$ cat src/rtl/result_serializer_pkg.sv
// Shared matrix-stage definitions: serializer state encoding and index-width helper.
package result_serializer_pkg;

    typedef enum logic [1:0] {
        ST_IDLE    = 2'd0,
        ST_CAPTURE = 2'd1,
        ST_DRAIN   = 2'd2
    } mat_state_t;

    // Row/column index width for an N x N matrix, never narrower than one bit.
    function automatic int unsigned idx_width(input int unsigned n);
        return (n <= 1) ? 1 : $clog2(n);
    endfunction

endpackage

$ cat src/rtl/result_serializer.sv
// Captures N rows of a result matrix, then streams its elements row-major over valid/ready.
module result_serializer
    import result_serializer_pkg::*;
#(
    parameter int DATAWIDTH = 16,
    parameter int N_SIZE    = 5
) (
    input  logic                                  clk,
    input  logic                                  rst,
    input  logic                                  row_valid_in,
    input  logic signed [2*DATAWIDTH-1:0]         row_in [N_SIZE],
    input  logic                                  out_ready,
    output logic                                  out_valid,
    output logic signed [2*DATAWIDTH-1:0]         out_data,
    output logic [idx_width(N_SIZE)-1:0]          out_row,
    output logic [idx_width(N_SIZE)-1:0]          out_col,
    output logic                                  out_last,
    output logic                                  busy,
    output logic                                  overflow_err
);

    localparam int unsigned EW    = 2 * DATAWIDTH;
    localparam int unsigned IDX_W = idx_width(N_SIZE);
    localparam logic [IDX_W-1:0] LAST = IDX_W'(N_SIZE - 1);

    mat_state_t               r_state;
    logic [IDX_W-1:0]         r_row_cnt;
    logic signed [EW-1:0]     r_buf [N_SIZE][N_SIZE];
    logic                     r_out_valid;
    logic signed [EW-1:0]     r_out_data;
    logic [IDX_W-1:0]         r_out_row;
    logic [IDX_W-1:0]         r_out_col;
    logic                     r_out_last;
    logic                     r_overflow;

    logic                     w_wr;
    logic [IDX_W-1:0]         w_wr_row;
    logic signed [EW-1:0]     w_first;
    logic [IDX_W-1:0]         w_nxt_row;
    logic [IDX_W-1:0]         w_nxt_col;

    always_comb begin
        w_wr      = row_valid_in && (r_state != ST_DRAIN);
        w_wr_row  = (r_state == ST_IDLE) ? '0 : r_row_cnt;
        // A single-row matrix drains straight from the row being written.
        w_first   = (w_wr_row == '0) ? row_in[0] : r_buf[0][0];
        w_nxt_row = r_out_row;
        w_nxt_col = r_out_col + IDX_W'(1);
        if (r_out_col == LAST) begin
            w_nxt_col = '0;
            w_nxt_row = r_out_row + IDX_W'(1);
        end
    end

    // Buffer is not reset; it is only read after a full capture.
    always_ff @(posedge clk) begin
        if (w_wr) begin
            for (int c = 0; c < N_SIZE; c++) begin
                r_buf[w_wr_row][c] <= row_in[c];
            end
        end
    end

    always_ff @(posedge clk or posedge rst) begin
        if (rst) begin
            r_state     <= ST_IDLE;
            r_row_cnt   <= '0;
            r_out_valid <= 1'b0;
            r_out_data  <= '0;
            r_out_row   <= '0;
            r_out_col   <= '0;
            r_out_last  <= 1'b0;
            r_overflow  <= 1'b0;
        end else begin
            case (r_state)
                ST_IDLE, ST_CAPTURE: begin
                    if (w_wr) begin
                        if (w_wr_row == LAST) begin
                            r_state     <= ST_DRAIN;
                            r_row_cnt   <= '0;
                            r_out_valid <= 1'b1;
                            r_out_data  <= w_first;
                            r_out_row   <= '0;
                            r_out_col   <= '0;
                            r_out_last  <= 1'(N_SIZE == 1);
                        end else begin
                            r_state   <= ST_CAPTURE;
                            r_row_cnt <= w_wr_row + IDX_W'(1);
                        end
                    end
                end
                ST_DRAIN: begin
                    if (row_valid_in) begin
                        r_overflow <= 1'b1;
                    end
                    if (out_ready) begin
                        if (r_out_last) begin
                            r_state     <= ST_IDLE;
                            r_out_valid <= 1'b0;
                            r_out_data  <= '0;
                            r_out_row   <= '0;
                            r_out_col   <= '0;
                            r_out_last  <= 1'b0;
                        end else begin
                            r_out_row  <= w_nxt_row;
                            r_out_col  <= w_nxt_col;
                            r_out_data <= r_buf[w_nxt_row][w_nxt_col];
                            r_out_last <= (w_nxt_row == LAST) && (w_nxt_col == LAST);
                        end
                    end
                end
                default: begin
                    r_state <= ST_IDLE;
                end
            endcase
        end
    end

    assign out_valid    = r_out_valid;
    assign out_data     = r_out_data;
    assign out_row      = r_out_row;
    assign out_col      = r_out_col;
    assign out_last     = r_out_last;
    assign busy         = (r_state != ST_IDLE);
    assign overflow_err = r_overflow;

endmodule

$ cat config.mk
export PLATFORM = sky130hd
export DESIGN_NAME = result_serializer
export DESIGN_NICKNAME = d
export VERILOG_FILES = /design/src/rtl/result_serializer_pkg.sv /design/src/rtl/result_serializer.sv
export SDC_FILE = /design/constraint.sdc
export NUM_CORES = 1
export LEC_CHECK = 0
export ABC_CLOCK_PERIOD_IN_PS = 43100
export CAP_MARGIN = 20
export CORE_ASPECT_RATIO = 1.4
export CORE_MARGIN = 1.5
export CORE_UTILIZATION = 50
export CTS_CLUSTER_SIZE = 30
export DETAILED_ROUTE_END_ITERATION = 8
export PLACE_DENSITY = 0.72
export RECOVER_POWER = 100
export SETUP_SLACK_MARGIN = 0.3
export SYNTH_ARGS = -nofsm -noshare
export SYNTH_HDL_FRONTEND = slang
export SYNTH_SLANG_ARGS = --single-unit
$ cat constraint.sdc
create_clock -name clk -period 43.1 [get_ports clk]
set_clock_uncertainty 0.15 [all_clocks]
set_input_delay 10.775 -clock clk [delete_from_list [all_inputs] [get_ports clk]]
set_output_delay 10.775 -clock clk [all_outputs]
set_load 0.1 [all_outputs]
### Word level (Yosys, flattened, before mapping)

Memory sizes are Yosys's and may differ from the RTL's.
Cells that the tools add are included.

* input port bits: 164
* memory bits (writable): 800
* memories kept: 1
* logic and storage cells: 75
* flip-flop bits (word level): 46
* output and inout bits: 42

Memory list
* r_buf: words 5, bits a word 160, read ports 2, clocked after Yosys merged registers in 0, write ports 1, RTL line result_serializer.sv:28 `logic signed [EW-1:0] r_buf [N_SIZE][N_SIZE];`

* reduce and logical (&&, ||, !) cells: 12
* bitwise operators: 1
* equality and inequality tests: 11
* add/sub/neg operators: 3
* multiplexer cells: 38
* magnitude comparators: 1

Operators by type and width (number)
* 2-to-1 mux 32 bit: 7
* binary-select mux 32 bit (select 3 bit): 1
* case mux 32 bit (2 select lines): 1
* 2-to-1 mux 3 bit: 10
* equality test 3 bit, second input constant: 4
* case mux 3 bit (2 select lines): 2
* 2-to-1 mux 1 bit: 10
* inequality test 2 bit, second input constant: 5
* adder 3 x 1 -> 3 bit, second input constant: 3
* 2-to-1 mux 2 bit: 4
* AND reduction 5 bit: 1
* >= comparator 4 bit, second input constant: 1
* NOT 3 -> 4 bit: 1
* case mux 1 bit (2 select lines): 2
* case mux 2 bit (2 select lines): 1
* AND reduction 2 bit: 2
* AND reduction 4 bit: 1
* nonzero test 2 bit: 2
* zero test 3 bit: 1
* AND reduction 3 bit: 1
* equality test 2 x 1 -> 1 bit, second input constant: 1
* equality test 2 bit, second input constant: 1
* logical AND 1 bit: 2
* zero test 2 bit: 1
* OR reduction 2 bit: 1

### Longest topological paths before layout

Gate-level depths: netlist (run 1).

* depth in word-level cells: 9
* mapped depth: 14
* mapped depth without buffers: 10

### Least setup slack after synthesis (run 1)

Ideal clock, no wire load.

* path kind: input port to flip-flop
* start point: input port row_valid_in
* end point: memory r_buf[2][0] (netlist name) (enable)
* arrival: 25.872 ns
* data required time: 41.878 ns
* stages on the path: 2
* buffers on the path: 0
* path slack: 16.006 ns
* library setup time: 1.072 ns
* cells stage by stage: nand2_1 nor4_1

* longest elaborated chain between the ends: 3

RTL lines
* from (decl): RTL line result_serializer.sv:10 `input logic row_valid_in,`
* logical AND 1 bit: RTL line result_serializer.sv:43 `w_wr = row_valid_in && (r_state != ST_DRAIN);`
* 2-to-1 mux 1 bit: RTL line result_serializer.sv:57 `if (w_wr) begin`
* 2-to-1 mux 1 bit (implied by the code): RTL line result_serializer.sv:59 `r_buf[w_wr_row][c] <= row_in[c];`
* to (decl): RTL line result_serializer.sv:28

No other way between the ends.

### Worst setup path in the final report (run 1)

* start point: input port row_valid_in
* end point: memory r_buf[1][107] (netlist name) (enable)

The elaborated chain is that of the path after synthesis.

==> metrics.txt, run 1 <==
status finished, violations left; Clock Latency Late Sink around 0.65 ns; Worst Setup Path Type in2reg; setup violators final 0; GP Congestion about 0.9; adder-cell share of the synthesized area 0.00172; final-stage net count between 2000 and 3000; share of Yosys cell area claimed by the top area cell type 0.662; Leak Pwr between 10 and 15 nW; mux share of post-synthesis cell area 0.0567; H-tree Lvls 3; Avg Cell Area, Syn 15.0 um2; Rows about 120; EDFF count, synth 800; setup bufs post-CTS 0; DR pass1 iterations 8; fraction of registers with async set or reset after synthesis 0.0544; Overall Global Routing Usage 0.300; power density over the cells slightly below 70 nW/um2; met1 usage 0.360; worst r2r src r_state[0]$_DFFE_PP0P_; YS warnings 0; Max-cap violations 14; die width ~230 um; RSZ-0062 raised after global routing false; grt ovf 0; Detailed Route WL between 100000 and 150000 um; antenna viol nets, final 0; TritonCTS buffer count 80; initial DRC count roughly 3600; clk sinks between 800 and 900; largest net degree at the start of global routing between 150 and 200; DR DRC count 2; RR Endpoint r_buf[1][107]$_DFFE_PP_; Port Buffers around 210; final hold violations 0; GRT met3 Usage 0.0583; Vias/cell 6.90; vias in the first global route approximately 25000; Seq cells post-synth 846; Mapped Nets between 2000 and 3000; leading area contributor after synthesis edfxtp_1; CTS root buffer clkbuf_16; Ports between 200 and 250; max-slew violations 929; Max Fclk just under 50 MHz; main flop type after synthesis edfxtp_1; die area roughly 74000 um2; Post-CTS Hold Buffers 0; global-route wire length before repair around 160000 um; setup TNS 0 ns; largest family of logic cells by synthesized area compound AO/OA/AOI/OAI gates; Netlist cell types a little over 90; detailed placer's ending HPWL 66700 um; Max Buffers Root-to-Sink 3; synth-to-layout area growth 14.4%; maximum VDD drop about 0.000045 V; fraction of synthesized cell area in xor and xnor cells 0.000931; initial antenna violation count 16; starting density of the core 0.506; post_cts resized 0; vias 24700; chip height approximately 320 um; CP Max Fanout between 100 and 150; Min-Delay Path Class reg2reg; CP arrival approximately 21 ns; final hold slack 0.332 ns; Setup crit end kind register; r2r worst-path depth 3; main area contributors after synthesis edfxtp_1 66%, mux4_2 4.0%, dfrtp_1 3.2%; Synth Area in Simple Gates 0.0565; crit share post-route 0.482; Core Area between 70000 and 80000 um2; crit path capture r_buf[1][107]$_DFFE_PP_; Tightest Pin Transition just over 10 ns; wire length per cell roughly 31 um; CTS tree done; failing checks DRC, capacitance limit, slew limit; Syn Inst Count between 2000 and 2500; post-synthesis cell area roughly 36000 um2; compound-gate portion of the synthesized area 0.157; Worst slew margin -5.88; Critical Path RT ~43 ns; layout cells sized above 1 0.103; Period minus WS final ~21 ns; Startpoint Class primary input; R2R Setup Slk about 32 ns; Clock Pin Slew Worst Setup and Hold Paths about 0.060 ns; M2 GR Usage 0.496; Most Crowded Layer GR met2; Worst Setup SP row_valid_in; sequential area share after synthesis 0.694
## routing by layer
metal,vias to the layer above,part of all wire
li1,10200,-
met1,12400,0.34
met2,1703,0.49
met3,369,0.096
met4,10,0.070
met5,-,0.00062
## area by class of cell
cell class / instances / area, um2
Sequential cell: 846 / 25200
Antenna cell: 7 / 17.5
Fill cell: 5482 / 30200
Multi-Input combinational cell: 1345 / 9960
Inverter: 31 / 118
Clock inverter: 50 / 512
Timing Repair Buffer: 260 / 2470
Tap cell: 944 / 1180
Clock buffer: 95 / 2090
## cells in the final DEF, fill, tap and decap left out, types with 17 or more instances in the layout
master / synthesis / final
a211o_1: 20 / 20
a211oi_1: 38 / 39
a21oi_1: 172 / 172
a221o_1: 36 / 36
a221oi_1: 73 / 73
a31oi_1: 26 / 26
buf_4: 28 / 38
clkbuf_1: 67 / 24
clkbuf_16: 0 / 80
clkinv_1: 3 / 18
dfrtp_1: 46 / 44
dlygate4sd3_1: 0 / 204
edfxtp_1: 800 / 800
inv_1: 27 / 26
mux2i_1: 53 / 53
mux4_2: 65 / 65
nand2_1: 78 / 77
nand3_1: 33 / 33
nand3b_1: 18 / 18
nand4b_1: 17 / 17
nor2_1: 132 / 131
nor2b_1: 19 / 18
nor3_1: 53 / 53
o211ai_1: 55 / 55
o21a_1: 26 / 26
o21ai_0: 119 / 119
o221ai_1: 36 / 36
o22ai_1: 53 / 53
o311ai_0: 17 / 17
o32ai_1: 22 / 22
## registers in the layout, summed over array words and instances, names as in the netlist
| name | cells |
|---|---|
| r_row_cnt | 3 |
| out_valid | 1 |
| out_data | 32 |
| out_col | 3 |
| r_state | 2 |
| overflow_err | 1 |
| out_row | 3 |
| out_last | 1 |
| r_buf | 800 |
## worst min-delay path by stage
stage	from	to	slack (ns)	cells after the start
5_1_grt	overflow_err$_DFFE_PP0P_	overflow_err$_DFFE_PP0P_	0.36	1
2_1_floorplan	r_buf[4][27]$_DFFE_PP_	out_data[27]$_DFFE_PP0P_	0.35	2
6_report	overflow_err$_DFFE_PP0P_	overflow_err$_DFFE_PP0P_	0.33	1
4_1_cts	overflow_err$_DFFE_PP0P_	overflow_err$_DFFE_PP0P_	0.33	1
3_5_place_dp	overflow_err$_DFFE_PP0P_	overflow_err$_DFFE_PP0P_	0.32	1
3_3_place_gp	overflow_err$_DFFE_PP0P_	overflow_err$_DFFE_PP0P_	0.33	1
## cell usage after synthesis, types with 36 or more instances
cell type,instances
nand2_1,78
o21ai_0,119
o22ai_1,53
o211ai_1,55
a221oi_1,73
nor3_1,53
dfrtp_1,46
mux2i_1,53
edfxtp_1,800
nor2_1,132
buf_2,77
a211oi_1,38
a21oi_1,172
o221ai_1,36
a221o_1,36
clkbuf_1,67
mux4_2,65
## stage by stage
stage | total power [mW] | setup slack (ns) | cell area [um2] | std cells | utilization
CTS | 2.81 | 29.22 | 41600 | 3567 | 0.580
global placement | 2.09 | 28.90 | 39000 | 3421 | 0.543
finish | 2.85 | 22.34 | 41500 | 3578 | 0.579
detailed placement | 2.11 | 28.83 | 39000 | 3422 | 0.544
global route | 2.93 | 21.88 | 41500 | 3573 | 0.579
floorplan | 1.79 | 16.01 | 36300 | 2423 | -
## cells by family (layout without fill, tap and decap cells)
family	count (synthesis)	in the layout
xor+xnor	3	3
flops	846	846
simple gates	404	404
fa+ha+maj	5	5
mux	123	123
other cells	0	7
buf+inv	232	436
compound gates	810	810
## power breakdown
group,switching (mW),total (mW),internal [mW]
clock network,0.312,0.710,0.397
logic,0.718,0.982,0.264
registers,0.0652,1.16,1.09
## critical path, cell delays in order
cell           delay [ns]
dlygate4sd3_1        0.71
nand4b_1             0.16
nor2_1               1.73
clkbuf_1             7.03
Note: power is estimated with default switching activity, not from simulation.
==> run 2, diff against run 1 <==
--- a/config.mk
+++ b/config.mk
@@ -5,14 +5,14 @@
 export SDC_FILE = /design/constraint.sdc
 export NUM_CORES = 1
 export LEC_CHECK = 0
-export ABC_CLOCK_PERIOD_IN_PS = 43100
+export ABC_CLOCK_PERIOD_IN_PS = 17700
 export CAP_MARGIN = 20
 export CORE_ASPECT_RATIO = 1.4
 export CORE_MARGIN = 1.5
 export CORE_UTILIZATION = 50
 export CTS_CLUSTER_SIZE = 30
 export DETAILED_ROUTE_END_ITERATION = 8
-export PLACE_DENSITY = 0.72
+export PLACE_DENSITY = 0.74
 export RECOVER_POWER = 100
 export SETUP_SLACK_MARGIN = 0.3
 export SYNTH_ARGS = -nofsm -noshare
==> constraint.sdc (replaced) <==
create_clock -name clk -period 17.7 [get_ports clk]
set_clock_uncertainty 0.15 [all_clocks]
set_input_delay 4.425 -clock clk [delete_from_list [all_inputs] [get_ports clk]]
set_output_delay 4.425 -clock clk [all_outputs]
set_load 0.1 [all_outputs]
==> metrics.txt, run 2 (synthesized netlist as in run 1, its figures left out) <==
status finished, violations left; failing checks capacitance limit, slew limit; die area 74200 um2 (unchanged); power share of the combinational group 0.347 (+0.003); R2R Setup Slk 9.54 ns (-22.78 ns); GRT met3 Usage 0.0566 (-0.00168); power density over the cells 167 nW/um2 (+140%); Critical Path, Cell by Cell dlygate4sd3_1, o21a_1, clkbuf_1, buf_4; Post-CTS Hold Buffers 0 (unchanged); vias in the first global route 25000 (+1.1%); Setup crit end kind register; crit share post-route 0.669; Clock Latency Late Sink 0.64 ns (about the same); Port Buffers 205 (unchanged); fillers 5352 (-2.4%); Ports 206 (unchanged); Clock Power Share 0.256 (+0.007); CP max stage delay 3.48 ns (-3.55 ns); initial antenna violation count 15 (-1); Switch Pwr 2.66 mW (+140%); sequential cell area 25200 um2 (unchanged); layout cells sized above 1 0.106 (+0.00280); Clock Pin Slew Worst Setup and Hold Paths 0.06 ns (about the same); CP Max Fanout 66 (-53%); CTS root buffer clkbuf_16; Tightest Pin Transition 4.80 ns (-5.53 ns); Max-cap violations 11 (-3); starting density of the core 0.506 (unchanged); clk sinks 846 (unchanged); Min-Delay Path Class reg2reg; largest net degree at the start of global routing 161 (-12%); RSZ-0062 raised after global routing false; post_cts resized 0 (unchanged); CP arrival 11.96 ns (-8.60 ns); switching share of total power 0.382 (-0.00178); Hold Path Stages 1 (unchanged); fin util 0.581 (+0.00213); die width 231 um (unchanged); worst hold path startpoint overflow_err$_DFFE_PP0P_; final setup margin 5.86 ns (-16.48 ns); max-slew violations 567 (-39%); final-stage net count 2736 (+0.11%); Vias/cell 6.95 (+0.65%); max FFs per register 800 (unchanged); DR DRC count 0 (-2); r2r worst-path depth 4 (+1); Max Fclk 84.4 MHz; met1 usage 0.357 (-0.00337); GP Congestion 0.890 (-0.78%); TritonCTS buffer count 80 (unchanged); Startpoint Class primary input; grt ovf 0 (unchanged); CP top delay family buffers and inverters; Reg with most FFs r_buf; Period minus WS final about 12 ns; WP buf/inv 3 (+1); Most Crowded Layer GR met2; H-tree Lvls 3 (unchanged); setup TNS 0 ns (unchanged); Detailed Route WL 112000 um (+0.42%); CTS tree done; multi-input logic area 9980 um2 (+0.20%); antenna viol nets, final 0 (unchanged); Core Area 71700 um2 (unchanged); worst r2r src r_row_cnt[2]$_DFFE_PP0P_; Rows 116 (unchanged); P_int 4.29 mW (+140%); Max Buffers Root-to-Sink 3 (unchanged); most common cell after layout, fill and taps aside edfxtp_1; hold endpoint overflow_err$_DFFE_PP0P_; DR pass1 iterations 5 (-3); wire length per cell 31.3 um (+0.22%); Critical Path RT 17.81 ns (-25.08 ns); detailed placer's ending HPWL 67200 um (+0.75%); Leak Pwr 13.2 nW (+0.56%); setup violators final 0 (unchanged); M2 GR Usage 0.495 (-0.00134); maximum VDD drop 0.000106 V (+130%); Slowest cell on crit path clkbuf_1; pre-CTS setup slack 9.37 ns (-19.46 ns); vias 24900 (+0.85%); setup bufs post-CTS 0 (unchanged); Worst Setup Path Type in2reg; chip height 322 um (unchanged); sequential share of power 0.398 (-0.009); Worst slew margin -2.20 (+3.68); global-route wire length before repair 162000 um (+0.22%); final hold violations 0 (unchanged); most frequent cells in the layout 800 x edfxtp_1, 204 x dlygate4sd3_1, 172 x a21oi_1; synth-to-layout area growth 14.9%; initial DRC count 3370 (-5.1%); RR Endpoint r_buf[0][22]$_DFFE_PP_; Overall Global Routing Usage 0.300 (about the same)
run 2: cell count changes in the layout (fill, tap and decap cells not counted), sizes merged:
cell | before | now
inv | 31 | 29
bufinv | 8 | 9
clkinv | 39 | 31
clkbuf | 109 | 116
buf | 41 | 48
diode | 7 | 8
clkinvlp | 3 | 4
run 2: worst max path at each step:
| stage | from | endpoint | slack (ns) | depth (start not counted) |
|---|---|---|---|---|
| 4_1_cts | row_valid_in | r_buf[0][155]$_DFFE_PP_ | 10.04 | 4 |
| 5_1_grt | row_valid_in | r_buf[0][155]$_DFFE_PP_ | 5.54 | 4 |
| 3_3_place_gp | row_valid_in | r_buf[0][139]$_DFFE_PP_ | 9.50 | 4 |
| 3_5_place_dp | row_valid_in | r_buf[0][22]$_DFFE_PP_ | 9.37 | 4 |
| 6_report | row_valid_in | r_buf[0][22]$_DFFE_PP_ | 5.86 | 4 |
| 2_1_floorplan | row_valid_in | r_buf[4][0]$_DFFE_PP_ | 1.34 | 2 |
run 2: layer usage:
layer,vias to the layer above,share of wire
met5,-,0
met4,0,0.071
met3,397,0.10
met2,1922,0.50
met1,12400,0.33
li1,10200,-
run 2: metrics by stage:
| stage | std cells | hold slack (ns) | power (mW) | area, um2 |
|---|---|---|---|---|
| final | 3585 | 0.316 | 6.95 | 41700 |
| after global routing | 3584 | 0.364 | 7.13 | 41700 |
| after CTS | 3577 | 0.339 | 6.91 | 41700 |
| after detailed placement | 3429 | 0.325 | 5.16 | 39000 |
| after global placement | 3428 | 0.320 | 5.09 | 39000 |
| after floorplan | 2423 | 0.355 | 4.34 | 36300 |
run 2: cell type report:
class	instances	share of cell area
tap	944	0.0283
inverter	31	0.00282
timing repair buffer	263	0.0599
antenna	8	0.000480
sequential	846	0.604
clock buffer	106	0.0541
clock inverter	42	0.0108
multi-input combinational	1345	0.240
run 2: power by group through the flow:
stage	Clock, mW	Combinational [mW]	Sequential [mW]
global route	1.86	2.49	2.78
global placement	0	2.34	2.75
CTS	1.78	2.40	2.73
floorplan	0	1.25	3.09
detailed placement	0	2.38	2.77
finish	1.78	2.41	2.76
